$ cat config.mk
export PLATFORM = sky130hd
export DESIGN_NAME = ufpu_result_queue_flat
export DESIGN_NICKNAME = d
export VERILOG_FILES = /design/src/rtl/ufpu_pkg.sv /design/src/rtl/ufpu_result_queue_if.sv /design/src/rtl/vec_summarize.sv /design/src/rtl/ufpu_result_queue.sv /design/src/flat_wrapper.sv
export SDC_FILE = /design/constraint.sdc
export NUM_CORES = 1
export LEC_CHECK = 0
export ABC_AREA = 1
export CAP_MARGIN = 10
export CORE_MARGIN = 10
export CORE_UTILIZATION = 43
export CTS_CLUSTER_SIZE = 16
export DETAILED_ROUTE_END_ITERATION = 6
export MAX_ROUTING_LAYER = met4
export PLACE_DENSITY = 0.72
export SETUP_SLACK_MARGIN = 0.4
export SYNTH_ARGS = -nofsm -noshare
export SYNTH_HDL_FRONTEND = slang
export SYNTH_SLANG_ARGS = --single-unit
$ cat constraint.sdc
create_clock -name clk -period 5 [get_ports clk]
set_input_delay 1.5 -clock clk [delete_from_list [all_inputs] [get_ports clk]]
set_output_delay 1.5 -clock clk [all_outputs]
set_load 0.005 [all_outputs]
$ cat src/rtl/ufpu_pkg.sv
// Shared ufpu types: result vector geometry and the buffered result entry.
package ufpu_pkg;

  localparam int unsigned BIT_VEC_SIZE     = 64;
  localparam int unsigned BIT_VEC_SIZE_LOG = 6;
  localparam int unsigned COUNT_W          = BIT_VEC_SIZE_LOG + 1;
  localparam int unsigned STAT_W           = 16;

  typedef struct packed {
    logic [BIT_VEC_SIZE-1:0]     vec;
    logic [BIT_VEC_SIZE_LOG-1:0] id;
    logic                        id_valid;
    logic [COUNT_W-1:0]          count;
  } result_entry_t;

endpackage

$ cat src/rtl/ufpu_result_queue_if.sv
// Bus between the ufpu, the result queue and the scheduler egress / stats reader.
interface ufpu_result_queue_if;
  import ufpu_pkg::*;

  logic [BIT_VEC_SIZE-1:0]     in_vec;
  logic                        valid_in;
  logic                        ready_in;
  logic [BIT_VEC_SIZE-1:0]     out_vec;
  logic [BIT_VEC_SIZE_LOG-1:0] out_id;
  logic                        out_id_valid;
  logic [COUNT_W-1:0]          out_count;
  logic                        valid_out;
  logic                        almost_full;
  logic                        overflow;
  logic [BIT_VEC_SIZE_LOG-1:0] stat_idx;
  logic [STAT_W-1:0]           stat_cnt;

  modport master (
    output in_vec, valid_in, ready_in, stat_idx,
    input  out_vec, out_id, out_id_valid, out_count, valid_out, almost_full, overflow, stat_cnt
  );

  modport slave (
    input  in_vec, valid_in, ready_in, stat_idx,
    output out_vec, out_id, out_id_valid, out_count, valid_out, almost_full, overflow, stat_cnt
  );

endinterface

$ cat src/rtl/vec_summarize.sv
// Combinational summary of a result vector: lowest set bit, one-hot flag, popcount.
module vec_summarize
  import ufpu_pkg::*;
(
  input  logic [BIT_VEC_SIZE-1:0]     vec,
  output logic [BIT_VEC_SIZE_LOG-1:0] id,
  output logic                        id_valid,
  output logic [COUNT_W-1:0]          count
);

  always_comb begin
    id    = '0;
    count = '0;
    // Scan high to low so the lowest set bit wins.
    for (int i = BIT_VEC_SIZE - 1; i >= 0; i--) begin
      if (vec[i]) id = BIT_VEC_SIZE_LOG'(i);
    end
    for (int i = 0; i < BIT_VEC_SIZE; i++) begin
      count = count + COUNT_W'(vec[i]);
    end
    id_valid = (count == COUNT_W'(1));
  end

endmodule

$ cat src/rtl/ufpu_result_queue.sv
// ufpu result FIFO with per-entry summary, FWFT egress and early almost_full.
// Optional per-id pop statistics are built when UFPU_SEL_STATS_EN is defined.
module ufpu_result_queue
  import ufpu_pkg::*;
#(
  parameter int unsigned DEPTH     = 4,
  parameter int unsigned DEPTH_LOG = 2
) (
  input logic                 clk,
  input logic                 rst,
  ufpu_result_queue_if.slave  bus
);

  localparam int unsigned PTR_W = DEPTH_LOG;
  localparam int unsigned OCC_W = DEPTH_LOG + 1;

  result_entry_t in_entry;
  result_entry_t mem [DEPTH];
  result_entry_t head_q, head_next;

  logic [PTR_W-1:0] rd_ptr, wr_ptr, rd_next, wr_next;
  logic [OCC_W-1:0] occ, occ_next;
  logic             valid_q, af_q, ovf_q;
  logic             full, pop, push, drop;

  logic [BIT_VEC_SIZE_LOG-1:0] sum_id;
  logic                        sum_id_valid;
  logic [COUNT_W-1:0]          sum_count;

  vec_summarize u_summarize (
    .vec      (bus.in_vec),
    .id       (sum_id),
    .id_valid (sum_id_valid),
    .count    (sum_count)
  );

  assign in_entry = '{vec: bus.in_vec, id: sum_id, id_valid: sum_id_valid, count: sum_count};

  // Next-state control; the head is precomputed so every egress output is a flop.
  always_comb begin
    full     = (occ == OCC_W'(DEPTH));
    pop      = valid_q & bus.ready_in;
    push     = bus.valid_in & (~full | pop);
    drop     = bus.valid_in & full & ~pop;
    rd_next  = pop  ? rd_ptr + PTR_W'(1) : rd_ptr;
    wr_next  = push ? wr_ptr + PTR_W'(1) : wr_ptr;
    occ_next = occ;
    if (push && !pop)      occ_next = occ + OCC_W'(1);
    else if (pop && !push) occ_next = occ - OCC_W'(1);
    head_next = '0;
    // The new head is the incoming entry only when it lands in the slot being read next.
    if (occ_next != '0) head_next = (push && (rd_next == wr_ptr)) ? in_entry : mem[rd_next];
  end

  always_ff @(posedge clk or negedge rst) begin
    if (!rst) begin
      rd_ptr  <= '0;
      wr_ptr  <= '0;
      occ     <= '0;
      head_q  <= '0;
      valid_q <= 1'b0;
      af_q    <= 1'b0;
      ovf_q   <= 1'b0;
    end else begin
      rd_ptr  <= rd_next;
      wr_ptr  <= wr_next;
      occ     <= occ_next;
      head_q  <= head_next;
      valid_q <= (occ_next != '0);
      af_q    <= ((OCC_W'(DEPTH) - occ_next) <= OCC_W'(2));
      ovf_q   <= ovf_q | drop;
    end
  end

  // Data array carries no reset; validity is tracked by the control state.
  always_ff @(posedge clk) begin
    if (push) mem[wr_ptr] <= in_entry;
  end

  assign bus.out_vec      = head_q.vec;
  assign bus.out_id       = head_q.id;
  assign bus.out_id_valid = head_q.id_valid;
  assign bus.out_count    = head_q.count;
  assign bus.valid_out    = valid_q;
  assign bus.almost_full  = af_q;
  assign bus.overflow     = ovf_q;

`ifdef UFPU_SEL_STATS_EN
  logic [STAT_W-1:0] stat_q [BIT_VEC_SIZE];

  // Saturating per-id count of one-hot pops.
  always_ff @(posedge clk or negedge rst) begin
    if (!rst) begin
      for (int i = 0; i < BIT_VEC_SIZE; i++) stat_q[i] <= '0;
    end else if (pop && head_q.id_valid && (stat_q[head_q.id] != {STAT_W{1'b1}})) begin
      stat_q[head_q.id] <= stat_q[head_q.id] + STAT_W'(1);
    end
  end

  assign bus.stat_cnt = stat_q[bus.stat_idx];
`else
  logic unused_stat_idx;
  assign unused_stat_idx = ^bus.stat_idx;
  assign bus.stat_cnt    = '0;
`endif

endmodule

$ cat src/flat_wrapper.sv
// flat-port wrapper written by rule: the top's interface ports become plain ports
module ufpu_result_queue_flat import ufpu_pkg::*;
#(
  parameter int unsigned DEPTH     = 4,
  parameter int unsigned DEPTH_LOG = 2
)
  (clk, rst, bus_in_vec, bus_valid_in, bus_ready_in, bus_stat_idx, bus_out_vec, bus_out_id, bus_out_id_valid, bus_out_count, bus_valid_out, bus_almost_full, bus_overflow, bus_stat_cnt);
  ufpu_result_queue_if bus_i ();
  input logic clk;
  input logic rst;
  input wire logic [$bits(bus_i.in_vec)-1:0] bus_in_vec;
  input wire logic [$bits(bus_i.valid_in)-1:0] bus_valid_in;
  input wire logic [$bits(bus_i.ready_in)-1:0] bus_ready_in;
  input wire logic [$bits(bus_i.stat_idx)-1:0] bus_stat_idx;
  output wire logic [$bits(bus_i.out_vec)-1:0] bus_out_vec;
  output wire logic [$bits(bus_i.out_id)-1:0] bus_out_id;
  output wire logic [$bits(bus_i.out_id_valid)-1:0] bus_out_id_valid;
  output wire logic [$bits(bus_i.out_count)-1:0] bus_out_count;
  output wire logic [$bits(bus_i.valid_out)-1:0] bus_valid_out;
  output wire logic [$bits(bus_i.almost_full)-1:0] bus_almost_full;
  output wire logic [$bits(bus_i.overflow)-1:0] bus_overflow;
  output wire logic [$bits(bus_i.stat_cnt)-1:0] bus_stat_cnt;
  assign bus_i.in_vec = bus_in_vec;
  assign bus_i.valid_in = bus_valid_in;
  assign bus_i.ready_in = bus_ready_in;
  assign bus_i.stat_idx = bus_stat_idx;
  assign bus_out_vec = bus_i.out_vec;
  assign bus_out_id = bus_i.out_id;
  assign bus_out_id_valid = bus_i.out_id_valid;
  assign bus_out_count = bus_i.out_count;
  assign bus_valid_out = bus_i.valid_out;
  assign bus_almost_full = bus_i.almost_full;
  assign bus_overflow = bus_i.overflow;
  assign bus_stat_cnt = bus_i.stat_cnt;
  ufpu_result_queue #(.DEPTH(DEPTH), .DEPTH_LOG(DEPTH_LOG)) u_core (.clk(clk), .rst(rst), .bus(bus_i));
endmodule
==> results of run 1 <==
cell families after synthesis:
logic type | Yosys count | share of synthesized area (%)
flip-flops | 400 | 65.2
buffers and inverters | 228 | 5.18
AND/OR/NAND/NOR | 365 | 8.14
adder cells (fa/ha/maj) | 79 | 7.85
other | 1 | 0.0211
XOR/XNOR | 8 | 0.395
AO/OA/AOI/OAI | 346 | 13.3
area by class of cell:
cell class | instances | area, sq um
sequential | 400 | 11600
multi-input combinational | 814 | 5510
fill | 3323 | 18600
inverter | 138 | 533
clock buffer | 64 | 1260
clock inverter | 14 | 113
tap | 532 | 666
timing repair buffer | 283 | 2600
antenna | 1 | 2.50
layer usage:
metal | vias to the layer above | GRT usage, % | share of wire, %
li1 | 5538 | - | -
met1 | 6180 | 25.5 | 41
met2 | 574 | 30.8 | 48
met3 | 81 | 3.86 | 8.4
met4 | 0 | 8.04 | 3.1
met5 | - | - | 0
cells in the mapped netlist:
library cell	instances	area share, %
o221a_2	53	3.4
a31oi_1	4	0.14
a31o_2	1	0.049
buf_1	4	0.085
fa_1	54	6.1
nand2_1	93	2.0
o21a_1	1	0.042
a21boi_0	1	0.042
nor2_1	234	4.9
nor3_1	3	0.085
nand3_1	15	0.42
xor2_1	8	0.39
conb_1	1	0.021
o21ai_0	181	5.1
a211oi_1	49	2.1
buf_4	16	0.68
o21ai_1	11	0.31
a21o_1	2	0.085
a21oi_2	1	0.049
and2_1	1	0.035
inv_2	7	0.15
a221oi_1	1	0.049
nor4_1	12	0.42
nand3b_1	1	0.042
ha_1	25	1.8
nand2_2	1	0.035
o221ai_1	1	0.049
inv_1	127	2.7
clkinv_1	1	0.021
a21oi_1	16	0.45
o221a_1	21	1.3
nor3b_1	2	0.085
dfrtp_1	88	12
clkbuf_1	70	1.5
o21bai_1	3	0.13
edfxtp_1	312	53
nand4_1	3	0.11
clkinv_2	3	0.085
state kept, by name (all words and copies together), names as in the netlist:
name / count
u_core.bus.almost_full: 1
u_core.bus.out_count: 7
u_core.bus.out_id: 6
u_core.bus.out_id_valid: 1
u_core.bus.out_vec: 64
u_core.bus.overflow: 1
u_core.bus.valid_out: 1
u_core.mem: 312
u_core.occ: 3
u_core.rd_ptr: 2
u_core.wr_ptr: 2
how the worst min path moves through the flow:
stage	endpoint	start	slack, ns
global route	u_core.bus.overflow	u_core.bus.overflow	0.50
CTS	u_core.bus.overflow	u_core.bus.overflow	0.48
floorplan	u_core.bus.overflow	u_core.bus.overflow	0.47
finish	u_core.bus.overflow	u_core.bus.overflow	0.47
global placement	u_core.bus.overflow	u_core.bus.overflow	0.46
detailed placement	u_core.bus.overflow	u_core.bus.overflow	0.47
through the flow:
step	setup slack, ns	std cells
6_report	-2.03	2246
3_5_place_dp	-3.14	2158
5_1_grt	-2.27	2246
3_3_place_gp	-3.06	2158
4_1_cts	-2.13	2243
2_1_floorplan	-2.25	1442
timing repair:
item / in CTS / in global routing
gates cloned: 0 / 0
hold buffers: 0 / 0
gates resized for setup: 153 / 20
endpoints found under the setup margin: 40 / 50
buffers inserted: 7 / 2
pin swaps: 40 / 24
==> metrics.txt, run 1 <==
most common library cell in the layout ignoring fill and taps edfxtp_1; Util after Layout 54.5%; crit-path most repeated cell fa_1; violated checks setup timing; Clock Latency Late Sink 0.57 ns; Worst Clk Skew 0.0195 ns; wire length of the first global-routing pass 74900 um; Core Area 0.0408 sq mm; final net count 1832; fin crit period 7.03 ns; unique cell type count in the Yosys netlist 38; mapped cell area 0.0178 sq mm; Worst path depth 24; register area share after synthesis 65.2%; Vias/cell 5.51; RSZ-0062 raised after global routing yes; CP Cell Sequence buf_6, inv_4, fa_2, inv_2, fa_1, fa_1, inv_1, fa_1, inv_1, fa_1, fa_1, inv_2, fa_2, fa_1, inv_2, ha_4, fa_2, buf_4, xor2_2, nor3b_1, nand3_1, nor3_4, o21ai_2, a31oi_1; initial antenna violation count 1; worst hold path type register to register; Fin. Hold Viols 0; flops & latches, synth 400; CTS buffer count 42; CP delay by family, top adder cells; routed vias 12.4k; Worst setup endpoint u_core.bus.out_id_valid; DRC viols 0; I/O Pins 171; iteration count of the initial detailed-routing pass 6; layout cells sized above 1 19.8%; worst slew pin tran 0.963 ns; Ys Warns 0; Highest Clock Rate 0.142 GHz; grt ovf 0; WL per Instance 22.2 um; H-Tree Depth 2; final setup fails 40; placed inst area 0.0207 sq mm; data arrival time of the critical path 7.50 ns; Routed Wire Length 49800 um; # rows 74; clock root cell clkbuf_16; area delta synth->final 25.3%; CP peak stage delay 0.61 ns; Reg2Reg Launch Point u_core.occ[0]; r2r endpoint u_core.bus.out_vec[44]; CP Class input port to register; reg2reg path depth 15; Port Buffer Count 148; DIE HEIGHT 223 um; Crit-path slowest cell fa_2; Hold Slack 0.474 ns; CTS tree yes; antenna viol nets, final 0; Die Wd 223 um; clk sink count 400; initial drt markers 1231; fin area 0.0223 sq mm; Worst Path Buf+Inv 8; Syn Area/Cell 12.4 sq um; Critical Path Sink Type register; part of the cycle the worst path needs 141%; vias in the first global route 12.5k; initial core utilization 43.5%; die area 0.0498 sq mm; max-slew violations 0; routability cong. 0.874; Worst Path Max Fanout 2; CTS Buffer Depth 3; Startpoint Class input port; Total GRT Usage 19.9%; Req. time, crit path 5.48 ns; HPWL Detailed 32000 um; Worst-path clk slew 0.06 ns; fin worst setup slack -2.03 ns; worst setup path start bus_in_vec[37]; most frequent cells in the layout edfxtp_1 (312), nor2_1 (227), o21ai_0 (179); status finished with violations; setup tns final -64.41 ns; R2R Setup Slk 1.79 ns; worst rel slew slack 35.8%; largest net degree at the start of global routing 127; Max Cap Violations 0; Worst Hold Path Cells 1; Post-Synthesis Cells 1427
Power of run 1 is not shown: default switching activity piles up to over one toggle a cycle in this logic, so the estimate is an artifact.
==> run 2, diff against run 1 <==
--- a/config.mk
+++ b/config.mk
@@ -11,2 +11,3 @@
 export CORE_UTILIZATION = 43
+export CTS_CLUSTER_DIAMETER = 200
 export CTS_CLUSTER_SIZE = 16
--- a/constraint.sdc
+++ b/constraint.sdc
@@ -3,2 +3,2 @@
 set_output_delay 1.5 -clock clk [all_outputs]
-set_load 0.005 [all_outputs]
+set_load 0.01 [all_outputs]
==> run 2 against run 1 <==
The run still ends with setup timing left; clock skew is 0.0089 ns higher; hold slack better by 0.0025 ns; critical path depth did not move; cell count shrank 1.1%; first-iteration DRC count is 1.1% lower; sequential cell count did not move; largest cell class unchanged; highest routed layer unchanged.
==> metrics.txt, run 2 (synthesized netlist as in run 1, its figures left out) <==
Clock Latency Late Sink 0.58 ns (about the same); initial core utilization 43.5% (unchanged); max reg flops 312 (unchanged); Startpoint Class input port; grt ovf 0 (unchanged); fin area 0.0217 sq mm (-2.4%); area delta synth->final 22.3%; Die Wd 223 um (unchanged); initial drt markers 1217 (-1.1%); violated checks setup timing; Crit-path slowest cell fa_2; critical hold path startpoint u_core.bus.overflow; CP delay by family, top adder cells; Port Buffer Count 148 (unchanged); Routed Wire Length 49000 um (-1.7%); most frequent cells in the layout edfxtp_1 (312), nor2_1 (227), o21ai_0 (179); worst hold path type register to register; I/O Pins 171 (unchanged); HPWL Detailed 32000 um (unchanged); crit-path most repeated cell fa_1; vias in the first global route 12.2k (-2.2%); layout cells sized above 1 18.1% (-1.8 points); Reg with most FFs u_core.mem; Worst Path Buf+Inv 7 (-1); data arrival time of the critical path 7.54 ns (+0.04 ns); worst slew pin tran 0.944 ns (-0.0187 ns); Core Area 0.0408 sq mm (unchanged); die area 0.0498 sq mm (unchanged); routability cong. 0.874 (unchanged); DRC viols 0 (unchanged); Worst Clk Skew 0.0284 ns (+0.00887 ns); Worst-path clk slew 0.07 ns (about the same); clk sink count 400 (unchanged); Worst Path Max Fanout 4 (+2); Highest Clock Rate 0.142 GHz (-0.44%); largest net degree at the start of global routing 127 (unchanged); Util after Layout 53.2% (-1.3 points); most common library cell in the layout ignoring fill and taps edfxtp_1; fillcell total 3376 (+1.6%); Reg area 0.0116 sq mm (unchanged); fin crit period 7.06 ns (+0.0309 ns); # rows 74 (unchanged); CTS tree yes; part of the cycle the worst path needs 141% (+0.62 points); CTS Buffer Depth 3 (unchanged); DIE HEIGHT 223 um (unchanged); routed vias 12.2k (-1.1%); met3 wire len 4140 um (-0.60%); reg2reg path depth 15 (unchanged); CTS Hold Bufs 0 (unchanged); fin worst setup slack -2.06 ns (-0.0309 ns); clock root cell clkbuf_16; Met2 Routed Length 23300 um (-2.1%); final setup fails 40 (unchanged); H-Tree Depth 1 (-1); Max Cap Violations 0 (unchanged); Placed Cells 2158 (unchanged); max-slew violations 0 (unchanged); placed inst area 0.0207 sq mm (unchanged); Vias/cell 5.51 (about the same); CP peak stage delay 0.61 ns (about the same); Fin. Hold Viols 0 (unchanged); status finished with violations; Worst Hold End u_core.bus.overflow; Worst Hold Path Cells 1 (unchanged); iteration count of the initial detailed-routing pass 6 (unchanged); R2R Setup Slk 1.79 ns (about the same); WL met1 20200 um (-0.61%); final net count 1819 (-0.71%); pre-CTS WS -3.14 ns (unchanged); RSZ-0062 raised after global routing yes; CTS buffer count 28 (-33%); Finished Layout Cells 2221 (-1.1%); WL per Instance 22.1 um (-0.57%); wire length of the first global-routing pass 73600 um (-1.7%); Req. time, crit path 5.48 ns (about the same); initial antenna violation count 1 (unchanged); Critical Path Sink Type register; Reg2Reg Launch Point u_core.occ[0]; top routing layer used met4; r2r endpoint u_core.bus.out_vec[2]; CP Class input port to register; area of the multi-input gates 0.00554 sq mm (+0.41%); Total GRT Usage 19.4% (-0.58 points); antenna viol nets, final 0 (unchanged); worst rel slew slack 37.1% (+1.2 points); CP Cell Sequence buf_8, inv_4, fa_2, inv_2, fa_1, fa_1, inv_1, fa_1, inv_1, fa_1, fa_1, inv_1, fa_2, fa_1, inv_2, ha_4, fa_2, a21o_1, a21oi_2, xor2_1, nand3_1, nor3_4, o21ai_2, a31oi_1
[run 2: cell types whose count changed in the layout (fill, tap and decap cells not counted), sizes merged]
cell and delta:
clkinvlp -1, inv -2, clkdlybuf4s15 -1, buf +1
clkbuf -12, bufinv -1, dlygate4sd2 +1, clkinv -10
[run 2: timing repair]
item / 4_1_cts / 5_1_grt
gates cloned: 0 / 0
setup buffers: 7 / 3
setup endpoints to repair: 40 / 50
pin swaps: 39 / 24
resized for setup: 149 / 25
[run 2: worst max path at each step]
stage	startpoint	endpoint	slack, ns	depth (start not counted)
after floorplan	bus_in_vec[35]	u_core.bus.out_id_valid	-2.25	23
after global placement	bus_in_vec[63]	u_core.bus.out_id_valid	-3.06	24
after detailed placement	bus_in_vec[55]	u_core.bus.out_id_valid	-3.14	24
after CTS	bus_in_vec[49]	u_core.bus.out_id_valid	-2.16	24
after global routing	bus_in_vec[57]	u_core.bus.out_id_valid	-2.26	24
final	bus_in_vec[37]	u_core.bus.out_id_valid	-2.06	24
[run 2: metal layers]
metal | GRT usage [%] | vias up
met5 | - | -
met4 | 5.99 | 0
met3 | 3.28 | 78
met2 | 30.5 | 575
met1 | 25.2 | 6083
li1 | - | 5495
[run 2: layout make-up]
cell class | instances | share of cell area [%]
multi-input cells | 814 | 25.5
diodes | 1 | 0.0115
well taps | 532 | 3.06
flip-flops and latches | 400 | 53.3
inverters | 138 | 2.45
clock buffers | 52 | 3.74
repair buffers | 284 | 12.0
[run 2: stage by stage]
step | setup TNS (ns) | hold slack [ns]
2_1_floorplan | -67.98 | 0.485
3_3_place_gp | -104.77 | 0.456
3_5_place_dp | -106.19 | 0.466
4_1_cts | -66.91 | 0.482
6_report | -64.66 | 0.476
5_1_grt | -70.36 | 0.500
Power of run 2 is left out for the same reason.
==> run 3, diff against run 2 <==
ABC_AREA = unset   (was 1)
clock period = 6.4 ns   (was 5 ns; I/O delays follow)
==> run 3 against run 2 <==
The run still ends with setup timing left; synthesized area decreased by 1.2%; utilization decreased by 0.11 points; register-to-register slack improved by 1.6 ns; critical endpoint unchanged; clock-buffer cell count decreased by 2; largest cell class unchanged; non-clock buffer count decreased by 29; sequential cell count unchanged; hold slack improved by 0.0013 ns; wire length decreased by 10%.
==> metrics.txt, run 3 <==
status finished with violations; violated checks setup timing; worst rel slew slack 35.3% (-1.8 points); # diodes 0 (-1); H-Tree Depth 1 (unchanged); register area share after synthesis 66.0% (+0.81 points); fin crit period 8.11 ns; CTS tree yes; most frequent cells in the layout edfxtp_1 (312), nand2_1 (158), clkdlybuf4s50_1 (112); DIE HEIGHT 222 um (-0.56%); Critical Path Sink Type register; Placed Cells 1854 (-14%); mapped cell area 0.0175 sq mm (-1.2%); most common flop cell mapped by yosys edfxtp_1; final net count 1521 (-16%); layout cells sized above 1 20.4% (+2.4 points); largest cells by area after synthesis edfxtp_1 (53%), dfrtp_1 (13%), mux4_2 (10%); Worst-path clk slew 0.07 ns (about the same); Worst Clk Skew 0.0244 ns (-0.00391 ns); die area 0.0493 sq mm (-1.1%); worst slew pin tran 0.962 ns (+0.0184 ns); Req. time, crit path 6.87 ns (+1.39 ns); antenna viol nets, final 0 (unchanged); Worst Path Max Fanout 2 (-2); Syn Area/Cell 15.6 sq um (+25%); clk sink count 400 (unchanged); Post-synth ARST share 22.0% (unchanged); Synth top area share 53.4% (+0.65 points); setup tns final -30.34 ns (+34.32 ns); worst hold path type register to register; vias in the first global route 10.9k (-10%); Die Wd 222 um (-0.56%); data arrival time of the critical path 8.58 ns (+1.04 ns); Ys Warns 0 (unchanged); routed vias 10.4k (-15%); Routed Wire Length 44000 um (-10%); CTS Buffer Depth 3 (unchanged); worst setup path start bus_in_vec[19]; Fin. Hold Viols 0 (unchanged); most common library cell in the layout ignoring fill and taps edfxtp_1; fin worst setup slack -1.71 ns (+0.345 ns); Clock Latency Late Sink 0.57 ns (about the same); routability cong. 0.873 (about the same); I/O Pins 171 (unchanged); grt ovf 0 (unchanged); Highest Clock Rate 0.123 GHz; R2R Setup Slk 3.39 ns (+1.60 ns); Finished Layout Cells 1914 (-14%); Vias/cell 5.45 (-1.1%); initial drt markers 973 (-20%); reg2reg path depth 10 (-5); CTS Hold Bufs 0 (unchanged); most common cell in the netlist edfxtp_1; WL per Instance 23.0 um (+4.1%); Startpoint Class input port; Port Buffer Count 148 (unchanged); Reg with most FFs u_core.mem; Worst setup endpoint u_core.bus.out_id_valid; area delta synth->final 21.1%; Hold Slack 0.477 ns (+0.00130 ns); Core Area 0.0400 sq mm (-2.0%); RSZ-0062 raised after global routing yes; initial antenna violation count 0 (-1); r2r endpoint u_core.bus.out_vec[16]; top post-synthesis cells by count edfxtp_1 (312), nand2_1 (160), inv_1 (106), dfrtp_1 (88), a21oi_1 (86); wire length of the first global-routing pass 67800 um (-7.8%); final setup fails 40 (unchanged); max-slew violations 0 (unchanged); Max Cap Violations 0 (unchanged); area leader, netlist edfxtp_1; CP Class input port to register; CTS buffer count 28 (unchanged); DRC viols 0 (unchanged); initial core utilization 43.8% (+0.35 points); Total GRT Usage 18.0% (-1.3 points); part of the cycle the worst path needs 127%; largest net degree at the start of global routing 78 (-39%); Post-Synthesis Cells 1126 (-21%); max reg flops 312 (unchanged); Reg2Reg Launch Point u_core.occ[1]; flops & latches, synth 400 (unchanged); # rows 73 (-1.4%); iteration count of the initial detailed-routing pass 5 (-1); clock root cell clkbuf_16; unique cell type count in the Yosys netlist 57 (+50%); HPWL Detailed 29600 um (-7.6%); fillcell total 3290 (-2.5%); Post-synth EDFFs 312 (unchanged)
==> run 3: critical path, stage by stage <==
cell and delay, ns:
dlygate4sd2_1 0.26, fa_1 0.56, inv_2 0.06, fa_1 0.49, fa_1 0.49, inv_1 0.05
fa_1 0.46, fa_1 0.54, fa_1 0.44, inv_2 0.07, fa_2 0.43, fa_1 0.52
inv_2 0.05, ha_4 0.16, fa_2 0.36, a21o_1 0.18, a21oi_2 0.19, xnor2_2 0.10
or4b_4 0.56, or4_4 0.51, o31ai_4 0.17
==> run 3: repair_timing <==
| action | 4_1_cts | 5_1_grt |
|---|---|---|
| setup endpoints to repair | 40 | 40 |
| setup buffers | 6 | 3 |
| pin swaps | 32 | 30 |
| gates resized for setup | 106 | 34 |
==> run 3: worst min-delay path by stage <==
stage / startpoint / endpoint / cells past startpoint
5_1_grt: u_core.bus.overflow / u_core.bus.overflow / 1
2_1_floorplan: u_core.bus.overflow / u_core.bus.overflow / 1
3_3_place_gp: u_core.bus.overflow / u_core.bus.overflow / 1
3_5_place_dp: u_core.bus.overflow / u_core.bus.overflow / 1
6_report: u_core.bus.overflow / u_core.bus.overflow / 1
4_1_cts: u_core.bus.overflow / u_core.bus.overflow / 1
==> run 3: layout make-up <==
| class | instances | area [sq um] | share of cell area, % |
|---|---|---|---|
| inverter | 106 | 398 | 1.87 |
| multi-input combinational | 577 | 5470 | 25.7 |
| timing repair buffer | 255 | 2350 | 11.0 |
| sequential | 400 | 11600 | 54.5 |
| tap | 525 | 657 | 3.09 |
| clock buffer | 50 | 783 | 3.69 |
| clock inverter | 1 | 16.3 | 0.0766 |
==> run 3: cell families after synthesis <==
family | synth area share [%]
XOR/XNOR | 0.585
AO/OA/AOI/OAI | 4.93
multiplexers | 10.1
AND/OR/NAND/NOR | 6.37
adder cells (fa/ha/maj) | 7.95
other | 0.0214
flip-flops | 66.0
buffers and inverters | 4.06
==> run 3: metal layers <==
metal	share of wire [%]	routed length, um	global-route usage, %
met1	43	18700	24.4
met2	49	21700	28.7
met3	6.0	2630	2.61
met4	2.2	949	3.76
met5	0	0	-
==> run 3: per-stage QoR <==
stage	util (%)	area (sq um)	setup WS (ns)
after floorplan	-	17600	-1.74
after global placement	50.8	20300	-2.46
after detailed placement	50.8	20300	-2.56
after CTS	52.9	21200	-1.72
after global routing	53.1	21200	-1.88
final	53.1	21200	-1.71
Power of run 3 is left out for the same reason.
